--- config.mk ---
export PLATFORM = sky130hd
export DESIGN_NAME = jtframe_db9_joy
export DESIGN_NICKNAME = d
export VERILOG_FILES = /design/src/rtl/jtframe_db9_joy.sv
export SDC_FILE = /design/constraint.sdc
export NUM_CORES = 1
export LEC_CHECK = 0
export BUFFER_PORTS_ARGS = -buffer_cell sky130_fd_sc_hd__buf_2
export CAP_MARGIN = 20
export CORE_MARGIN = 2
export CORE_UTILIZATION = 40
export CTS_BUF_LIST = sky130_fd_sc_hd__clkbuf_8 sky130_fd_sc_hd__clkbuf_16
export CTS_CLUSTER_DIAMETER = 80
export DETAILED_ROUTE_END_ITERATION = 16
export PLACE_DENSITY = 0.64
export SYNTH_ARGS = -nofsm -noshare
export SYNTH_HDL_FRONTEND = slang
export SYNTH_SLANG_ARGS = --single-unit
--- constraint.sdc ---
create_clock -name clk_sys -period 5.75 [get_ports clk_sys]
set_clock_uncertainty 0.05 [all_clocks]
set_input_delay 0.2875 -clock clk_sys [delete_from_list [all_inputs] [get_ports clk_sys]]
set_output_delay 0.2875 -clock clk_sys [all_outputs]
set_load 0.05 [all_outputs]
--- src/rtl/jtframe_db9_joy.sv ---
// DB9 joystick scanner: walks JOY_SELECT through the Mega Drive 6-button sequence on hs steps,
// auto-detects 6-button / 3-button / Atari pads. Optional OSD toggle via `define JTFRAME_DB9_OSD_EN.
module jtframe_db9_joy #(
   parameter int unsigned IDLE_LINES = 32
) (
   input  logic        clk_sys,
   input  logic        rst_n,
   input  logic        sdram_init,
   input  logic        hs,
   input  logic [5:0]  joy1_bus,
   input  logic [5:0]  joy2_bus,
   output logic        JOY_SELECT,
   output logic [11:0] joystick1,
   output logic [11:0] joystick2,
   output logic        osd_en
);

   localparam int unsigned BUS_W = 6;
   localparam int unsigned NPORT = 2;
   localparam int unsigned PH_W  = 3;
   localparam int unsigned CNT_W = (IDLE_LINES > 1) ? $clog2(IDLE_LINES) : 1;
   localparam logic [CNT_W-1:0] IDLE_LAST = CNT_W'(IDLE_LINES - 1);

   typedef struct packed {
      logic mode;
      logic start;
      logic z;
      logic y;
      logic x;
      logic c;
      logic b;
      logic a;
      logic u;
      logic d;
      logic l;
      logic r;
   } joy_t;

   typedef enum logic [1:0] {
      ST_WAIT_INIT,
      ST_IDLE,
      ST_SCAN
   } state_t;

   logic                         hs_meta_q, hs_sync_q, hs_prev_q, step_q;
   logic [NPORT-1:0][BUS_W-1:0]  bus_meta_q, bus_q;
   state_t                       state_q, state_d;
   logic [PH_W-1:0]              phase_q, phase_d;
   logic [CNT_W-1:0]             cnt_q, cnt_d;
   logic                         sel_q, sel_d;
   joy_t [NPORT-1:0]             cap_q, cap_d;
   joy_t [NPORT-1:0]             joy_q, joy_d;
   logic [NPORT-1:0]             md_q, md_d;
   logic [NPORT-1:0]             six_q, six_d;

   // Synchronisers, hs edge detector and FSM state registers
   always_ff @(posedge clk_sys or negedge rst_n) begin
      if (!rst_n) begin
         hs_meta_q  <= 1'b0;
         hs_sync_q  <= 1'b0;
         hs_prev_q  <= 1'b0;
         step_q     <= 1'b0;
         bus_meta_q <= '1;
         bus_q      <= '1;
         state_q    <= ST_WAIT_INIT;
         phase_q    <= '0;
         cnt_q      <= '0;
         sel_q      <= 1'b1;
         cap_q      <= '0;
         joy_q      <= '0;
         md_q       <= '0;
         six_q      <= '0;
      end else begin
         hs_meta_q  <= hs;
         hs_sync_q  <= hs_meta_q;
         hs_prev_q  <= hs_sync_q;
         step_q     <= hs_sync_q & ~hs_prev_q;
         bus_meta_q <= {joy2_bus, joy1_bus};
         bus_q      <= bus_meta_q;
         state_q    <= state_d;
         phase_q    <= phase_d;
         cnt_q      <= cnt_d;
         sel_q      <= sel_d;
         cap_q      <= cap_d;
         joy_q      <= joy_d;
         md_q       <= md_d;
         six_q      <= six_d;
      end
   end

   // Next state, per-phase bus capture and commit of both words
   always_comb begin
      state_d = state_q;
      phase_d = phase_q;
      cnt_d   = cnt_q;
      cap_d   = cap_q;
      joy_d   = joy_q;
      md_d    = md_q;
      six_d   = six_q;

      if (sdram_init) begin
         state_d = ST_WAIT_INIT;
         phase_d = '0;
         cnt_d   = '0;
      end else if (step_q) begin
         case (state_q)
            ST_WAIT_INIT: begin
               state_d = ST_IDLE;
               cnt_d   = '0;
            end
            ST_IDLE: begin
               if (cnt_q == IDLE_LAST) begin
                  state_d = ST_SCAN;
                  phase_d = '0;
               end else begin
                  cnt_d = cnt_q + CNT_W'(1);
               end
            end
            ST_SCAN: begin
               for (int p = 0; p < NPORT; p++) begin
                  case (phase_q)
                     3'd0: begin
                        cap_d[p].u = ~bus_q[p][0];
                        cap_d[p].d = ~bus_q[p][1];
                        cap_d[p].l = ~bus_q[p][2];
                        cap_d[p].r = ~bus_q[p][3];
                        cap_d[p].b = ~bus_q[p][4];
                        cap_d[p].c = ~bus_q[p][5];
                     end
                     3'd1: begin
                        cap_d[p].a     = ~bus_q[p][4];
                        cap_d[p].start = ~bus_q[p][5];
                        md_d[p]        = (bus_q[p][3:2] == 2'b00);
                     end
                     3'd5: six_d[p] = md_q[p] & (bus_q[p][3:0] == 4'b0000);
                     3'd6: begin
                        cap_d[p].z    = ~bus_q[p][0];
                        cap_d[p].y    = ~bus_q[p][1];
                        cap_d[p].x    = ~bus_q[p][2];
                        cap_d[p].mode = ~bus_q[p][3];
                     end
                     3'd7: begin
                        joy_d[p] = cap_q[p];
                        if (!six_q[p]) begin
                           joy_d[p].x    = 1'b0;
                           joy_d[p].y    = 1'b0;
                           joy_d[p].z    = 1'b0;
                           joy_d[p].mode = 1'b0;
                        end
                        // Atari/SMS pads keep B/C from P0 and have no A/Start
                        if (!md_q[p]) begin
                           joy_d[p].a     = 1'b0;
                           joy_d[p].start = 1'b0;
                        end
                     end
                     default: ;
                  endcase
               end
               if (phase_q == 3'd7) begin
                  state_d = ST_IDLE;
                  cnt_d   = '0;
               end else begin
                  phase_d = phase_q + 3'd1;
               end
            end
            default: state_d = ST_WAIT_INIT;
         endcase
      end

      sel_d = (state_d == ST_SCAN) ? ~phase_d[0] : 1'b1;
   end

   assign JOY_SELECT = sel_q;
   assign joystick1  = joy_q[0];
   assign joystick2  = joy_q[1];

`ifdef JTFRAME_DB9_OSD_EN
   logic osd_q, osd_d, combo_q, combo_d, combo_c, commit_c;

   assign commit_c = step_q & ~sdram_init & (state_q == ST_SCAN) & (phase_q == 3'd7);
   assign combo_c  = joy_d[0].start & joy_d[0].d;

   // Toggle only on the first commit of a held Start+Down combo
   always_comb begin
      osd_d   = osd_q;
      combo_d = combo_q;
      if (commit_c) begin
         combo_d = combo_c;
         if (combo_c && !combo_q) osd_d = ~osd_q;
      end
   end

   always_ff @(posedge clk_sys or negedge rst_n) begin
      if (!rst_n) begin
         osd_q   <= 1'b0;
         combo_q <= 1'b0;
      end else begin
         osd_q   <= osd_d;
         combo_q <= combo_d;
      end
   end

   assign osd_en = osd_q;
`else
   assign osd_en = 1'b0;
`endif

endmodule

# ---- Yosys cells after proc, flatten, opt, wreduce, memory -nomap -nowiden
# Index checks and enable logic that the tools add are counted.
dict set report totals {
  word_cells 135
  rom_bits 0
  inputBits 16
  regBits 91
  latch_bits 0
  out_inout_bits 26
  ramBits 0
  memories 0
}
dict set report op_classes {
  mux 24
  n_eq_ne 12
  add_sub_neg 2
  magnitude_cmp 0
  n_reduce_logical 16
  bitwise 18
  div_mod_pow 0
  shift 0
  n_mul 0
}
# operator count
set ops {}
lappend ops {{$reduce_and 4->1} 7}
lappend ops {{$mux 5} 4}
lappend ops {{$mux 3} 6}
lappend ops {{$not 1->1} 15}
lappend ops {{$pmux 5 s3} 1}
lappend ops {{$ne 3x3->1 const B} 4}
lappend ops {{$eq 3x3->1 const B} 3}
lappend ops {{$logic_not 4->1} 2}
lappend ops {{$mux 2} 4}
lappend ops {{$mux 1} 7}
lappend ops {{$logic_not 2->1} 3}
lappend ops {{$pmux 2 s3} 1}
lappend ops {{$pmux 3 s2} 1}
lappend ops {{$add 5x1->5 const B} 1}
lappend ops {{$eq 5x5->1 const B} 1}
lappend ops {{$eq 2x2->1 const B} 2}
lappend ops {{$reduce_bool 4->1} 1}
lappend ops {{$add 3x1->3 const B} 1}
lappend ops {{$and 1x1->1} 3}
lappend ops {{$eq 3x1->1 const B} 1}
lappend ops {{$logic_not 3->1} 1}
lappend ops {{$reduce_bool 3->1} 1}
lappend ops {{$eq 2x1->1 const B} 1}
lappend ops {{$reduce_bool 2->1} 1}

# ---- Longest topological paths before layout
dict set report depth {
  word_depth 7
  mapped_depth 8
  ltp_nobuf 7
}

# ---- Least setup slack after synthesis
# Ideal clock, no wire load.
dict set report synth_timing {
  path_kind {reg2reg}
  start {reg cnt_q[0]}
  end {reg sel_q, in the netlist JOY_SELECT}
  arrival_ns 1.680
  required_time_ns 5.609
  slack_ns 3.929
  path_stages_with_launch 8
  period_less_slack_ns 1.821
  setup_ns 0.091
  path_buffers 0
  cell_sequence {dfrtp_1 -> ha_1 -> and3_1 -> ha_1 -> nand2b_1 -> a311o_1 -> o21ai_0 -> nand3_1}
}
dict set report synth_between {
  elab_chain_cells 7
  word_cells_on_any_way 12
  classes_between {eq/ne: 2; mux: 9; bitwise: 1}
}
# element line_no
set synth_rtl {}
lappend synth_rtl {{start, declared} 49} ;# logic [CNT_W-1:0] cnt_q, cnt_d;
lappend synth_rtl {{start signal, assigned} 82} ;# cnt_q <= cnt_d;
lappend synth_rtl {{$eq 5x5->1} 112} ;# if (cnt_q == IDLE_LAST) begin
lappend synth_rtl {{$mux 3} 112}
lappend synth_rtl {{$pmux 3 s2} 106} ;# case (state_q)
lappend synth_rtl {{$mux 3} 105} ;# end else if (step_q) begin
lappend synth_rtl {{$mux 3} 101} ;# if (sdram_init) begin
lappend synth_rtl {{via phase_d[0]} 48} ;# logic [PH_W-1:0] phase_q, phase_d;
lappend synth_rtl {{$not 1->1} 170} ;# sel_d = (state_d == ST_SCAN) ? ~phase_d[0] : 1'b1;
lappend synth_rtl {{$mux 1} 170}
lappend synth_rtl {{via sel_d} 50} ;# logic sel_q, sel_d;
lappend synth_rtl {{end signal, assigned} 83} ;# sel_q <= sel_d;
lappend synth_rtl {{end, declared} 50}
# The timed path passes the listed nets, and every way through them passes these cells. The select of a mux whose other input is x is not followed.
# A chain may end at the register's enable or synchronous reset.

# ---- Worst setup path after layout
# Same ends and word-level chain as after synthesis.

==> flow_metrics.tcl <==
set metrics [dict create \
    startpoint "cnt_q[0]" \
    utilization 0.482 \
    tightest_slew_ns 0.933 \
    fin_area_um2 4140 \
    place_congestion 0.814 \
    h-tree-depth 3 \
    cp-start-kind "flip-flop" \
    place_ws_ns 3.73 \
    rows 34 \
    outcome "complete, no violations" \
    period_share 0.355 \
    ys_ff_latch 91 \
    n_antenna_cell 0 \
    viasPerCell 4.75 \
    grt.overflow.total 0 \
    relSlewSlack 0.378 \
    synth_nets 313 \
    synth_edf_count 0 \
    slew_viol_final 0 \
    numCtsBuffers 9 \
    final_layout_size_suffix_gt1_frac 0.292 \
    wire_per_inst_um 12.9 \
    finalHoldViolCount 0 \
    cap_violations 0 \
    clkTransAtPathRegs_ns 0.09 \
    grt_antenna_before_repair 0 \
    die_w_um 97.4 \
    rsz0062_at_grt "false" \
    wirelength_um 5870 \
    postSynthCellCount 286 \
    avgSynthCellArea_um2 12.2 \
    vias 2158 \
    path_class "flip-flop to flip-flop" \
    cts_tree "done" \
    ios 42 \
    r2r_start "cnt_q[0]" \
    grt_max_degree 78 \
    drt_iter0_drc 142 \
    initial_core_util 0.406 \
    hp-start "sdram_init" \
    finalWorstSetupSlack_ns 3.71 \
    p_leak_nw 1.98 \
    area_growth_pct 18.8 \
    coreArea_um2 8590 \
    whs_ns 0.183 \
    power.density_nw_per_um2 288 \
    synthArstFlopShare 1.00 \
    grt_pass1_vias 2162 \
    seq_area_frac_synth 0.662 \
    yosysTopAreaCell "dfrtp_1" \
    root_buffer "clkbuf_8" \
    synth_most_common_cell "dfrtp_1" \
    peakVddDrop_uv 167 \
    clockBufferDepth 2 \
    synth_area_um2 3490 \
    setup_viol 0 \
    fmax_ghz 0.490 \
    clk_latency_ns 0.36 \
    synth_common_cells "66 x dfrtp_1, 51 x nand2_1, 38 x o21ai_0, 25 x dfstp_2" \
    synth.distinct_cells 41 \
    portBuffers 40 \
    critPathCaptureType "flip-flop" \
    placed_area_um2 3770 \
    period_needed_ns 2.04 \
    synth_top_cell_area_share 0.473 \
    cts.sinks 91 \
    die_h_um 97.4 \
    worstPathMaxFanout 4 \
    synth_top_cells_by_area "dfrtp_1 47%, dfstp_2 19%, nand2_1 5.5%" \
    cp.required_ns 5.98 \
    track_usage 0.136 \
    layout.nets 368 \
    drt.antenna.violating_nets 0 \
    synth_flop_cell "dfrtp_1" \
    tns_ns 0 \
    cp.arrival_ns 2.27 \
    hold_path_class "input pin to flip-flop" \
    dieArea_um2 9490 \
    dr.pass1.iters 4 \
    synth_warnings 0 \
    grt_first_pass_wirelength_um 10200 \
    dp_hpwl_um 3970 \
    drc 0 \
    fill_cells 828 \
]
[final timing paths]
path / depth (start not counted) / slack [ns] / to
min: 2 / 0.18 / cnt_q[4]
min in group asynchronous: 2 / 0.26 / hs_meta_q
min reg2reg: 0 / 0.31 / bus_q[0]
max: 7 / 3.71 / JOY_SELECT
max in group asynchronous: 3 / 4.22 / phase_q[1]
max reg2reg: 7 / 3.71 / JOY_SELECT
[registers in the layout, summed over array words and instances (netlist names), 2 cells and up]
| name | cells |
|---|---|
| bus_meta_q | 12 |
| bus_q | 12 |
| cap_q | 24 |
| cnt_q | 5 |
| joystick1 | 12 |
| joystick2 | 12 |
| md_q | 2 |
| phase_q | 3 |
| six_q | 2 |
| state_q | 2 |
[layout by cell type (no fill, tap or decap), types with 3 or more instances in the layout]
cell type	n
a21oi_1	6
buf_2	39
clkbuf_8	9
dfrtp_1	66
dfstp_2	25
dlygate4sd3_1	14
ha_1	11
inv_1	6
mux2_2	8
mux2_4	6
nand2_1	51
nand2b_1	3
nand3_1	10
nor2_1	11
o21ai_0	38
o31ai_1	3
[cell type report]
type	count	area, µm²	area share
inverters	6	22.5	0.00543
well taps	108	135	0.0326
flip-flops and latches	91	2310	0.557
clock inverters	7	105	0.0254
multi-input cells	178	1100	0.265
repair buffers	55	350	0.0845
clock buffers	9	124	0.0299
[critical path, stage by stage, from the launching register on]
cell and delay (ns):
dfrtp_1 0.42, ha_1 0.24, and3_1 0.20, ha_1 0.22
nand2b_1 0.22, a311o_1 0.36, o21ai_0 0.13, nand3_1 0.12
[routing by layer]
metal,wire length [µm],vias up,global-route usage
met3,245,9,0.0403
met5,0,-,0
met1,2880,1036,0.187
met2,2640,34,0.204
li1,-,1079,-
met4,109,0,0.0545
[stage by stage]
step / instances / total power, mW
finish: 454 / 1.19
global route: 454 / 1.25
CTS: 454 / 1.21
detailed placement: 424 / 0.712
global placement: 424 / 0.711
floorplan: 286 / 0.689
[cells by family after synthesis]
kind of cell / share of synthesized area
adders and majority gates: 0.0394
other: 0.00107
and+or+nand+nor: 0.125
muxes: 0.0574
AOI/OAI and AO/OA: 0.0922
DFF: 0.662
buffers and inverters: 0.0237
[where the power goes]
group | total [mW] | internal (mW) | switching [mW]
logic | 0.0404 | 0.0161 | 0.0243
registers | 0.665 | 0.658 | 0.00729
clock network | 0.487 | 0.253 | 0.234
total | 1.19 | 0.927 | 0.266
[repair_timing]
item	CTS	global route
hold buffers	14	0
hold endpoints to repair	27	0
setup buffers	0	0
resized for setup	0	0
Note: power is estimated with default switching activity, not from simulation.
